===== src/rtl/lsu_pkg.sv =====
// Shared definitions for mem_stage_lsu: funct3 encodings, FSM states and access-size decode.
package lsu_pkg;

    localparam logic [2:0] F3_B  = 3'b000;
    localparam logic [2:0] F3_H  = 3'b001;
    localparam logic [2:0] F3_W  = 3'b010;
    localparam logic [2:0] F3_BU = 3'b100;
    localparam logic [2:0] F3_HU = 3'b101;

    typedef enum logic [1:0] {IDLE, WAIT_GNT, WAIT_RSP, DONE} lsu_state_t;

    typedef enum logic [1:0] {SZ_B, SZ_H, SZ_W} lsu_size_t;

    // Unsigned variants share the size of their signed forms; reserved codes act as words.
    function automatic lsu_size_t decode_size(input logic [2:0] funct3);
        case (funct3)
            F3_B, F3_BU: return SZ_B;
            F3_H, F3_HU: return SZ_H;
            default:     return SZ_W;
        endcase
    endfunction

endpackage


===== src/rtl/mem_stage_lsu_load_align.sv =====
// lsu_load_align: picks the byte/half addressed within a memory word and sign- or zero-extends it.
module lsu_load_align
    import lsu_pkg::*;
(
    input  logic [31:0] rdata,
    input  logic [1:0]  addr,
    input  logic [2:0]  funct3,
    output logic [31:0] data
);

    logic signed [7:0]  byte_s;
    logic signed [15:0] half_s;

    assign byte_s = rdata[{addr, 3'b000} +: 8];
    assign half_s = rdata[{addr[1], 4'b0000} +: 16];

    always_comb begin
        data = rdata;
        case (funct3)
            F3_B:    data = {{24{byte_s[7]}}, byte_s};
            F3_H:    data = {{16{half_s[15]}}, half_s};
            F3_BU:   data = {24'd0, byte_s};
            F3_HU:   data = {16'd0, half_s};
            default: data = rdata;
        endcase
    end

endmodule


===== src/rtl/mem_stage_lsu.sv =====
// MEM-stage load/store unit: req/gnt/rvalid handshake to data memory, store lane formatting, load extension.
// Optional macro LSU_STALL_CNT_EN adds a saturating stall_cycles counter output.
module mem_stage_lsu
    import lsu_pkg::*;
#(
    parameter int XLEN = 32
) (
    input  logic            clk,
    input  logic            clr,
    input  logic            MemReadM,
    input  logic            MemWriteM,
    input  logic [2:0]      funct3M,
    input  logic [XLEN-1:0] ALUResultM,
    input  logic [XLEN-1:0] WriteDataM,
    output logic [XLEN-1:0] load_data,
    output logic            StallM,
    output logic            MisalignM,
`ifdef LSU_STALL_CNT_EN
    output logic [31:0]     stall_cycles,
`endif
    output logic            dmem_req,
    output logic            dmem_we,
    output logic [XLEN-1:0] dmem_addr,
    output logic [3:0]      dmem_be,
    output logic [XLEN-1:0] dmem_wdata,
    input  logic            dmem_gnt,
    input  logic            dmem_rvalid,
    input  logic [XLEN-1:0] dmem_rdata
);

    lsu_state_t      state;
    lsu_size_t       size;
    logic            access;
    logic            is_store;
    logic            misalign;
    logic            aligned;
    logic [3:0]      store_be;
    logic [XLEN-1:0] load_ext;
    logic [XLEN-1:0] load_p1;

    assign access   = MemReadM | MemWriteM;
    assign is_store = MemWriteM;
    assign size     = decode_size(funct3M);

    always_comb begin
        misalign = 1'b0;
        case (size)
            SZ_H:    misalign = ALUResultM[0];
            SZ_W:    misalign = |ALUResultM[1:0];
            default: misalign = 1'b0;
        endcase
    end

    assign aligned = access & ~misalign;

    // Store lanes are derived straight from the held MEM inputs, so they stay stable while waiting for gnt.
    always_comb begin
        store_be   = 4'b1111;
        dmem_wdata = WriteDataM;
        case (size)
            SZ_B: begin
                store_be   = 4'b0001 << ALUResultM[1:0];
                dmem_wdata = {4{WriteDataM[7:0]}};
            end
            SZ_H: begin
                store_be   = 4'b0011 << ALUResultM[1:0];
                dmem_wdata = {2{WriteDataM[15:0]}};
            end
            default: begin
                store_be   = 4'b1111;
                dmem_wdata = WriteDataM;
            end
        endcase
    end

    assign dmem_be   = is_store ? store_be : 4'b1111;
    assign dmem_addr = {ALUResultM[XLEN-1:2], 2'b00};

    // Control outputs are forced low while clr is held so reset leaves the bus quiet.
    assign dmem_req  = ~clr & (((state == IDLE) & aligned) | (state == WAIT_GNT));
    assign dmem_we   = dmem_req & is_store;
    assign StallM    = ~clr & aligned & (state != DONE);
    assign MisalignM = ~clr & access & misalign & (state == IDLE);
    assign load_data = load_p1;

    lsu_load_align u_load_align (
        .rdata  (dmem_rdata),
        .addr   (ALUResultM[1:0]),
        .funct3 (funct3M),
        .data   (load_ext)
    );

    always_ff @(posedge clk or posedge clr) begin
        if (clr) begin
            state   <= IDLE;
            load_p1 <= '0;
        end else begin
            case (state)
                IDLE: begin
                    if (aligned) begin
                        if (dmem_gnt) state <= is_store ? DONE : WAIT_RSP;
                        else          state <= WAIT_GNT;
                    end
                end
                WAIT_GNT: begin
                    if (dmem_gnt) state <= is_store ? DONE : WAIT_RSP;
                end
                WAIT_RSP: begin
                    if (dmem_rvalid) begin
                        load_p1 <= load_ext;
                        state   <= DONE;
                    end
                end
                default: state <= IDLE;
            endcase
        end
    end

`ifdef LSU_STALL_CNT_EN
    function automatic logic [31:0] sat_inc(input logic [31:0] value);
        return (value == 32'hFFFF_FFFF) ? value : value + 32'd1;
    endfunction

    always_ff @(posedge clk or posedge clr) begin
        if (clr)         stall_cycles <= '0;
        else if (StallM) stall_cycles <= sat_inc(stall_cycles);
    end
`endif

endmodule


===== config.mk =====
export PLATFORM = sky130hd
export DESIGN_NAME = mem_stage_lsu
export DESIGN_NICKNAME = d
export VERILOG_FILES = /design/src/rtl/lsu_pkg.sv /design/src/rtl/mem_stage_lsu_load_align.sv /design/src/rtl/mem_stage_lsu.sv
export SDC_FILE = /design/constraint.sdc
export NUM_CORES = 1
export LEC_CHECK = 0
export CAP_MARGIN = 25
export CORE_MARGIN = 2
export CORE_UTILIZATION = 37
export CTS_CLUSTER_DIAMETER = 100
export DETAILED_ROUTE_END_ITERATION = 8
export PLACE_DENSITY = 0.93
export SKIP_CTS_REPAIR_TIMING = 1
export SYNTH_ARGS = -nofsm -noshare
export SYNTH_HDL_FRONTEND = slang
export SYNTH_SLANG_ARGS = --single-unit

===== constraint.sdc =====
create_clock -name clk -period 2.8 [get_ports clk]
set_clock_uncertainty 0.1 [all_clocks]
set_input_delay 0.56 -clock clk [delete_from_list [all_inputs] [get_ports clk]]
set_output_delay 0.56 -clock clk [all_outputs]
set_load 0.1 [all_outputs]

# Yosys cells after proc, flatten, opt, wreduce, memory -nomap -nowiden
# Index checks and enable logic that the tools add are counted.
# word_totals
in_bits	105
rom_bits	0
ram_bits	0
word_cells	50
mem_count	0
register_bits	34
latchBits	0
# classes
reduce_logical	8
shift	4
bitwise	13
mux	12
addsub	0
magnitude_cmp	0
eq_ne	11
div	0
n_mul	0
# op_table
operator	n
32-bit one-hot mux with 4 select lines	1
32-bit one-hot mux with 2 select lines	1
32-bit by 6-bit variable part select with 16-bit output	1
32-bit by 6-bit variable part select with 8-bit output	1
1-bit AND	9
2-bit two-way mux	4
2-bit != test (second input constant)	4
4-bit one-hot mux with 2 select lines	1
3-bit equality test (second input constant)	2
2-bit one-hot mux with 3 select lines	1
2-bit OR reduction	3
2-bit by 1-bit equality test with 1-bit output (second input constant)	2
2-bit equality test (second input constant)	2
2-bit zero test	2
4-bit two-way mux	1
2-bit one-hot mux with 2 select lines	1
1-bit by 2-bit left shift with 4-bit output (first input constant)	1
2-bit by 2-bit left shift with 4-bit output (first input constant)	1
3-bit by 1-bit equality test with 1-bit output (second input constant)	1
3-bit zero test	1
3-bit AND reduction	1
1-bit NOT	2
1-bit OR	2
1-bit one-hot mux with 2 select lines	1
other kinds (2)	2

# Depth between registers and ports, before layout
# Gate-level depths: netlist (run 1).
# depth
ltp_word	11
ltp_mapped	7

# By module
# Synthesis (run 1) repeated with hierarchy kept, for this count alone.
# unflattened
cells_unflattened	310
hier_area_um2	2926.6
# by_module_without_submodules
mod	seq_area_each_um2	n_inst	area_each_um2	cells_each
mem_stage_lsu	850.8	1	2132.0	192
lsu_load_align	0.0	1	794.5	118

# Worst setup path before layout (run 1)
# OpenSTA, ideal clock, no wires.
# synth_path
kind	input to output
from	input port ALUResultM[1]
to	output port MisalignM
n_path_buf	2
arrival_time_ps	4094
setup_slack_ps	-1954
cell_stages	5
required_time_ps	2140
cell_sequence	buf_2 -> buf_4 -> a21oi_1 -> or2_1 -> nor4bb_1
# synth_via
elab_chain_len	4
# synth_rtl
item	line_no	rtl
from (decl)	mem_stage_lsu.sv:13	input logic [XLEN-1:0] ALUResultM,
2-bit OR reduction	mem_stage_lsu.sv:49	SZ_W: misalign = |ALUResultM[1:0];
1-bit one-hot mux with 2 select lines	mem_stage_lsu.sv:47	case (size)
1-bit AND (2 in a row)	mem_stage_lsu.sv:83	assign MisalignM = ~clr & access & misalign & (state == IDLE);
to (decl)	mem_stage_lsu.sv:17	output logic MisalignM,
# No other way between the ends.

# Worst setup path in the final report (run 1)
# layout_path
from	input port funct3M[0]
to	output port dmem_wdata[11]
# layout_via
elab_chain_len	5
word_cells_on_any_way	10
cone_classes	eq/ne (4); mux (2); reduce/logical (4)
# layout_rtl
item	line_no	rtl
from (decl)	mem_stage_lsu.sv:12	input logic [2:0] funct3M,
3-bit by 1-bit equality test with 1-bit output (tied with other cells)	lsu_pkg.sv:16	case (funct3)
2-bit OR reduction	lsu_pkg.sv:16	
2-bit one-hot mux with 2 select lines *	lsu_pkg.sv:16	
2-bit by 1-bit equality test with 1-bit output or 2-bit zero test (tied branches)	mem_stage_lsu.sv:60	case (size)
32-bit one-hot mux with 2 select lines *	mem_stage_lsu.sv:60	
to (decl)	mem_stage_lsu.sv:25	output logic [XLEN-1:0] dmem_wdata,
# Mark *: on every way between the ends. The rest lies on a longest branch, timed or not.

==> flow_summary.json, run 1 <==
{
  "outcome": "finished, final reports clean",
  "critPathMaxStageDelay_ps": 460,
  "vias_per_cell": 5.33,
  "vias": 2837,
  "worstPathArrival_ps": 2010,
  "final_core_util_pct": 62.5,
  "drive_above_1_share_pct": 29.8,
  "rr_endpoint": "load_data[13]$_DFFE_PP0P_",
  "nNetsFinal": 541,
  "cpMaxStageDelayCell": "clkdlybuf4s50_1",
  "syn_area_mm2": 0.00276,
  "finalMaxSlewViolations": 0,
  "synth.avg_cell_area_um2": 8.32,
  "fin_hold_ws_ps": 397,
  "drt_pass1_iterations": 4,
  "reg2reg_depth": 5,
  "grt.total_usage_pct": 23.2,
  "yosys-top-cells-area": "dfrtp_1, buf_4, mux2_2",
  "vdd_drop_max_uv": 568,
  "fillers": 611,
  "synthArstFlopShare_pct": 100,
  "routed_wirelength_um": 9430,
  "antenna_found_initial": 0,
  "synth_compound_area_share_pct": 18.1,
  "row_count": 31,
  "die_h_um": 90.3,
  "start_kind": "input pin",
  "grt_pass1_wl_um": 15100,
  "min_to": "load_data[18]$_DFFE_PP0P_",
  "period_share_pct": 95.5,
  "hold_path.class": "reg2reg",
  "n_antenna_cell": 0,
  "rsz0062_at_grt": "no",
  "port_buffers": 146,
  "place_ws_ps": 132,
  "layout_commonest_cell": "clkdlybuf4s50_1",
  "yosys.area_share.adder_pct": 1.82,
  "hpwlAfterDp_um": 7670,
  "setup_ws_ps": 127,
  "start_util_pct": 38.2,
  "critPathMaxFanout": 13,
  "htree_levels": 2,
  "power_density_mw_per_mm2": 1040,
  "cts_buffers": 5,
  "setup_viol": 0,
  "whs_path_depth": 2,
  "synth_xor_area_share_pct": 0,
  "r2r_start": "state[0]$_DFFE_PP0P_",
  "synth_top_family_by_area": "simple AND/OR/NAND/NOR gates",
  "routedWlPerCell_um": 17.7,
  "synth-main-ff-cell": "dfrtp_1",
  "synthDistinctLibCells": 46,
  "worstSkewPairLatency_ps": 280,
  "first_global_vias": 3054,
  "synthMuxAreaShare_pct": 13.4,
  "syn2layout_area_growth_pct": 63.6,
  "core_area_mm2": 0.00721,
  "grt_max_degree": 44,
  "yosysSeqAreaShare_pct": 30.9,
  "drt.antenna.violating_nets": 0,
  "final_cell_mix": "clkdlybuf4s50_1, buf_4, buf_12",
  "yosys_register_bits": 34,
  "place_inst": 524,
  "die_area_mm2": 0.00815,
  "dpl_cell_area_mm2": 0.00441,
  "final_cells": 532,
  "yosysTopAreaCellShare_pct": 30.9,
  "top_level_ports": 209,
  "crit_path_end_kind": "primary output",
  "path_cells": "clkdlybuf4s50_1 > nor2_1 > buf_4 > mux2_2 > buf_12",
  "clockBufferDepth": 2,
  "die_x_um": 90.3,
  "min_period_ps": 2670,
  "fin_area_mm2": 0.00451,
  "grt_overflow_total": 0,
  "yosysWarnings": 0,
  "drc": 0,
  "p_leak_nw": 1.97,
  "fmax_mhz": 374,
  "drv_cap": 0,
  "worst_pin_slew_ps": 881,
  "rrSetupSlack_ps": 760,
  "hp-start": "load_data[18]$_DFFE_PP0P_",
  "clock-root-buffer": "clkbuf_8",
  "syn_inst": 331,
  "relSlewSlack_pct": 41.1,
  "clkTransAtPathRegs_ps": 70,
  "hold_viol": 0,
  "drt_iter0_drc": 165,
  "gp_congestion": 0.893,
  "synthSimpleGateAreaFrac_pct": 18.7,
  "synth-edff-count": 0,
  "cts.sinks": 34,
  "path_class": "in2out",
  "cp_data_required_time_ps": 2140,
  "yosys.area.top_type": "dfrtp_1",
  "cts_tree": "built"
}
[logic make-up (layout without fill, tap and decap cells)]
family,Yosys count,in the layout
multiplexers,32,32
AO/OA/AOI/OAI,80,80
AND/OR/NAND/NOR,103,103
flip-flops,34,34
buffers and inverters,77,178
other,1,2
adder cells (fa/ha/maj),4,4
[critical path, delay by kind of cell]
family,cells,cell delay (ps)
and+or+nand+nor,1,170
muxes,1,390
buffers and inverters,3,880
[worst max path at each step]
stage / cells past startpoint / startpoint / endpoint
after global placement: 5 / ALUResultM[1] / dmem_be[2]
after CTS: 5 / ALUResultM[1] / dmem_be[2]
after floorplan: 4 / funct3M[1] / dmem_wdata[27]
after detailed placement: 6 / ALUResultM[0] / load_data[13]$_DFFE_PP0P_
final: 5 / funct3M[0] / dmem_wdata[11]
after global routing: 5 / ALUResultM[1] / dmem_be[2]
[sequential cells by signal (all words and copies together) (netlist names)]
register   cells
state          2
load_data     32
[through the flow]
stage	power (mW)	setup TNS, ps
after detailed placement	4.35	0
after global placement	4.26	0
after floorplan	3.63	-1530
after global routing	4.91	0
after CTS	4.74	0
final	4.71	0
[Yosys cell counts (2+ instances only)]
| library cell | n |
|---|---|
| a211oi_1 | 10 |
| a21oi_1 | 29 |
| a221o_1 | 2 |
| a32o_1 | 3 |
| a32oi_1 | 2 |
| buf_2 | 12 |
| buf_4 | 44 |
| clkbuf_1 | 7 |
| dfrtp_1 | 34 |
| ha_1 | 4 |
| inv_1 | 12 |
| mux2_1 | 2 |
| mux2_2 | 16 |
| mux2i_1 | 12 |
| mux4_2 | 2 |
| nand2_1 | 33 |
| nand3_1 | 27 |
| nand4_1 | 2 |
| nor2_1 | 19 |
| nor2b_1 | 4 |
| nor3_1 | 3 |
| nor3b_1 | 3 |
| nor4bb_1 | 3 |
| o21a_1 | 2 |
| o21ai_0 | 11 |
| o21ai_1 | 8 |
| o21bai_1 | 3 |
| o22a_1 | 2 |
| o22ai_1 | 2 |
| or3_1 | 2 |
[metal layers]
metal	vias up	GRT usage, %	wire (um)
met4	0	7.05	180
met3	22	9.60	923
met5	-	0	0
met1	1334	24.5	3340
li1	1328	-	-
met2	153	42.0	4990
[power breakdown]
group	internal (mW)	switching, mW	total [mW]	leakage, nW
Sequential	0.724	0.148	0.871	0.413
Combinational	0.885	2.57	3.45	1.51
Clock	0.198	0.188	0.386	0.0472
[cell type report]
class / instances / area, um^2 / area share, %
timing repair buffer: 157 / 1870 / 41.5
multi-input combinational: 221 / 1510 / 33.6
sequential: 34 / 851 / 18.9
tap: 99 / 124 / 2.75
clock buffer: 6 / 82.6 / 1.83
inverter: 13 / 53.8 / 1.19
clock inverter: 2 / 12.5 / 0.278
Power figures use the tool's default switching activity.
==> inputs of run 2 (changes only) <==
Settings changed: CORE_AREA set to 2 2 81 83, CORE_MARGIN 2 to not set, CORE_UTILIZATION 37 to not set, DIE_AREA set to 0 0 83 85, DONT_BUFFER_PORTS set to 1, HOLD_SLACK_MARGIN set to 0.08, PLACE_DENSITY 0.93 to 0.65.
==> flow_summary.json, run 2 (same netlist as run 1, synthesis figures left out) <==
{
  "hold_path.class": "in2reg",
  "vdd_drop_max_uv": 819,
  "p_leak_nw": 1.32,
  "row_count": 29,
  "core_area_mm2": 0.00620,
  "reg2reg_depth": 6,
  "critPathMaxFanout": 7,
  "finalMaxSlewViolations": 0,
  "hpwlAfterDp_um": 5950,
  "gr-usage-met1_pct": 23.3,
  "period_share_pct": 82.7,
  "worst_pin_slew_ps": 951,
  "n_antenna_cell": 0,
  "die_area_mm2": 0.00706,
  "cts_buffers": 5,
  "path_class": "reg2out",
  "clock-root-buffer": "clkbuf_8",
  "critPathMaxStageDelay_ps": 420,
  "die_x_um": 83,
  "place_ws_ps": 611,
  "drt.antenna.violating_nets": 0,
  "routed_wirelength_um": 7730,
  "nNetsFinal": 415,
  "drv_cap": 0,
  "cts_tree": "built",
  "grt_overflow_total": 0,
  "fillers": 593,
  "setup_tns_ps": 0,
  "worstPathArrival_ps": 1650,
  "path_cells": "inv_1 > ha_1 > nor4bb_4 > buf_4",
  "start_util_pct": 44.4,
  "hold_viol": 0,
  "die_h_um": 85,
  "cp_data_required_time_ps": 2140,
  "port_buffers": 0,
  "setup_ws_ps": 485,
  "crit_path_end_kind": "primary output",
  "routedWlPerCell_um": 20.1,
  "power_density_mw_per_mm2": 1360,
  "grt_pass1_wl_um": 12100,
  "drt_pass1_iterations": 4,
  "use_met3_pct": 9.14,
  "outcome": "finished, final reports clean",
  "first_global_vias": 2340,
  "final_cell_mix": "dfrtp_1, nand2_1, a21oi_1, nand3_1",
  "setup_viol": 0,
  "rrSetupSlack_ps": 780,
  "layout_commonest_cell": "dfrtp_1",
  "clkTransAtPathRegs_ps": 70,
  "htree_levels": 2,
  "top_usage_layer": "met2",
  "r2r_start": "state[0]$_DFFE_PP0P_",
  "min_to": "load_data[6]$_DFFE_PP0P_",
  "cpMaxStageDelayCell": "dfrtp_1",
  "use_met2_pct": 38.6,
  "grt_max_degree": 67,
  "vias": 2317,
  "antenna_found_initial": 0,
  "drc": 0,
  "worstSkewPairLatency_ps": 280,
  "whs_path_depth": 1,
  "top_level_ports": 209,
  "rr_endpoint": "load_data[0]$_DFFE_PP0P_",
  "rsz0062_at_grt": "no",
  "seq_area_um2": 851,
  "multi_input_area_mm2": 0.00153,
  "vias_per_cell": 6.03,
  "fin_hold_ws_ps": 318,
  "relSlewSlack_pct": 36.6,
  "gp_congestion": 0.871,
  "min_period_ps": 2310,
  "syn2layout_area_growth_pct": 10.9,
  "hp-start": "dmem_rdata[6]",
  "start_kind": "flop",
  "drt_iter0_drc": 138,
  "clockBufferDepth": 2,
  "cts.sinks": 34,
  "grt.total_usage_pct": 21.5,
  "drive_above_1_share_pct": 25.7,
  "fmax_mhz": 432,
  "largest_reg_flops": 32
}
run 2: cell count changes in the layout (fill, tap and decap cells not counted), moves of 2 or more:
cell	previous run	this run
clkdlybuf4s50_1	73	0
buf_12	41	11
buf_4	42	18
o21ai_1	12	8
o21ai_2	7	11
bufinv_16	0	2
run 2: worst max-delay path: cells and delay by family, from the launching register on:
family / cells / cell delay (ps)
and+or+nand+nor: 1 / 230
adders and majority gates: 1 / 300
DFF: 1 / 420
buffers and inverters: 2 / 410
run 2: cell type report:
type | count | area share (%)
clock buffer | 5 | 2.25
clock inverter | 3 | 2.25
inverter | 13 | 1.76
timing repair buffer | 31 | 12.8
multi-input combinational | 221 | 50.0
sequential | 34 | 27.8
tap | 77 | 3.15
run 2: through the flow:
step / util (%) / instances / total power, mW / instance area, um^2
detailed placement: 46.9 / 375 / 3.63 / 2910
global route: 49.3 / 384 / 4.32 / 3060
floorplan: - / 332 / 3.63 / 2860
finish: 49.3 / 384 / 4.15 / 3060
CTS: 49.1 / 383 / 4.19 / 3050
global placement: 46.9 / 375 / 3.60 / 2910
run 2: where the power goes:
| group | switching, mW | total, mW | internal (mW) | leakage, nW |
|---|---|---|---|---|
| clock | 0.193 | 0.550 | 0.357 | 0.0683 |
| combinational | 0.733 | 1.17 | 0.435 | 0.840 |
| sequential | 1.75 | 2.44 | 0.686 | 0.413 |
| total | 2.68 | 4.15 | 1.48 | 1.32 |
run 2: worst max-delay path by stage:
stage                     endpoint            startpoint  slack [ps]
floorplan           dmem_wdata[27]            funct3M[1]        -320
global placement     dmem_wdata[8]            funct3M[1]         610
detailed placement   dmem_wdata[9]            funct3M[1]         610
CTS                      MisalignM  state[1]$_DFFE_PP0P_         490
global route             MisalignM  state[0]$_DFFE_PP0P_         360
finish                   MisalignM  state[1]$_DFFE_PP0P_         490
run 2: routing by layer:
metal | routed length, um | vias to the layer above
met2 | 3990 | 117
met3 | 759 | 13
li1 | - | 1071
met1 | 2900 | 1116
met4 | 80 | 0
met5 | 0 | -
==> inputs of run 3 (changes only) <==
Clock period 2.8 ns to 2.3 ns, I/O delays scaled along.
==> flow_summary.json, run 3 (same netlist as run 1, synthesis figures left out) <==
{
  "critPathMaxFanout": 7,
  "setup_viol": 0,
  "cts_tree": "built",
  "die_h_um": 85,
  "antenna_found_initial": 0,
  "cts.sinks": 34,
  "drt.antenna.violating_nets": 0,
  "routedWlPerCell_um": 19.9,
  "cts_buffers": 5,
  "row_count": 29,
  "worstSkewPairLatency_ps": 290,
  "finalMaxSlewViolations": 0,
  "cpMaxStageDelayCell": "dfrtp_1",
  "path_cells": "inv_1 > ha_2 > a21oi_4 > nor3b_4 > buf_12",
  "start_util_pct": 44.4,
  "clkTransAtPathRegs_ps": 80,
  "cp_data_required_time_ps": 1740,
  "vias": 2367,
  "critPathMaxStageDelay_ps": 430,
  "final_core_util_pct": 54.4,
  "path_class": "reg2out",
  "hold_viol": 0,
  "vdd_drop_max_uv": 1020,
  "drive_above_1_share_pct": 33.5,
  "worstPathArrival_ps": 1600,
  "fmax_mhz": 463,
  "vias_per_cell": 5.72,
  "worst_pin_slew_ps": 895,
  "period_share_pct": 93.8,
  "die_x_um": 83,
  "clockBufferDepth": 2,
  "grt_overflow_total": 0,
  "nNetsFinal": 445,
  "top_level_ports": 209,
  "layout_commonest_cell": "buf_4",
  "grt_pass1_wl_um": 13100,
  "routed_wirelength_um": 8230,
  "dpl_cell_area_mm2": 0.00323,
  "port_buffers": 0,
  "n_antenna_cell": 0,
  "grt.total_usage_pct": 22.8,
  "gp_congestion": 0.798,
  "power_density_mw_per_mm2": 1640,
  "core_area_mm2": 0.00620,
  "setup_ws_ps": 142,
  "min_period_ps": 2160,
  "p_leak_nw": 1.48,
  "drc": 0,
  "outcome": "finished, final reports clean",
  "first_global_vias": 2395,
  "crit_path_end_kind": "primary output",
  "drt_pass1_iterations": 4,
  "place_ws_ps": 367,
  "hpwlAfterDp_um": 6220,
  "fillers": 559,
  "largest_reg_flops": 32,
  "hold_path.class": "in2async",
  "grt_max_degree": 67,
  "rsz0062_at_grt": "no",
  "htree_levels": 2,
  "relSlewSlack_pct": 40.4,
  "fin_area_mm2": 0.00337,
  "start_kind": "flop",
  "final_cell_mix": "buf_4, dfrtp_1, nand2_1",
  "clock-root-buffer": "clkbuf_8",
  "drv_cap": 0,
  "drt_iter0_drc": 137,
  "syn2layout_area_growth_pct": 22.5,
  "rrSetupSlack_ps": 470,
  "die_area_mm2": 0.00706
}
-- run 3: report_power, final --
part | internal (mW) | total (mW) | switching [mW] | leakage, nW
registers | 0.874 | 1.10 | 0.228 | 0.413
logic | 0.857 | 3.75 | 2.90 | 1.00
clock network | 0.434 | 0.677 | 0.243 | 0.0683
total | 2.16 | 5.53 | 3.37 | 1.48
-- run 3: final timing paths --
check | start | cells past startpoint | endpoint
max | state[0]$_DFFE_PP0P_ | 5 | dmem_we
min | clr | 2 | state[0]$_DFFE_PP0P_
max reg2reg | state[0]$_DFFE_PP0P_ | 7 | load_data[17]$_DFFE_PP0P_
min reg2reg | load_data[27]$_DFFE_PP0P_ | 2 | load_data[27]$_DFFE_PP0P_
max in group asynchronous | clr | 2 | load_data[9]$_DFFE_PP0P_
min in group clk | dmem_rdata[0] | 1 | load_data[0]$_DFFE_PP0P_
-- run 3: layer usage --
metal,global-route usage [%],share of wire (%),up-vias
li1,-,-,1130
met3,6.71,8.9,17
met4,3.58,0.91,0
met1,31.3,42,1108
met5,0,0,-
met2,36.6,48,112
-- run 3: worst max-delay path: cells and delay by family (launching register included) --
family                     cells  cell delay [ps]
and+or+nand+nor                1              230
buffers and inverters          2              300
adders and majority gates      1              260
AOI/OAI and AO/OA              1               80
DFF                            1              430
-- run 3: per-stage QoR --
stage | setup TNS, ps | power, mW | std cells | hold slack (ps)
after floorplan | -1350 | 4.45 | 332 | 412
after global placement | 0 | 4.82 | 406 | 379
after detailed placement | 0 | 4.87 | 406 | 381
after CTS | 0 | 5.56 | 414 | 71.4
after global routing | 0 | 5.76 | 414 | 97.1
final | 0 | 5.53 | 414 | 56.7
-- run 3: final cells by class --
cell class | count | area [um^2] | share of cell area (%)
inverters | 13 | 53.8 | 1.59
clock buffers | 5 | 68.8 | 2.04
clock inverters | 3 | 68.8 | 2.04
multi-input cells | 221 | 1610 | 47.6
flip-flops and latches | 34 | 851 | 25.2
well taps | 77 | 96.3 | 2.86
repair buffers | 61 | 628 | 18.6
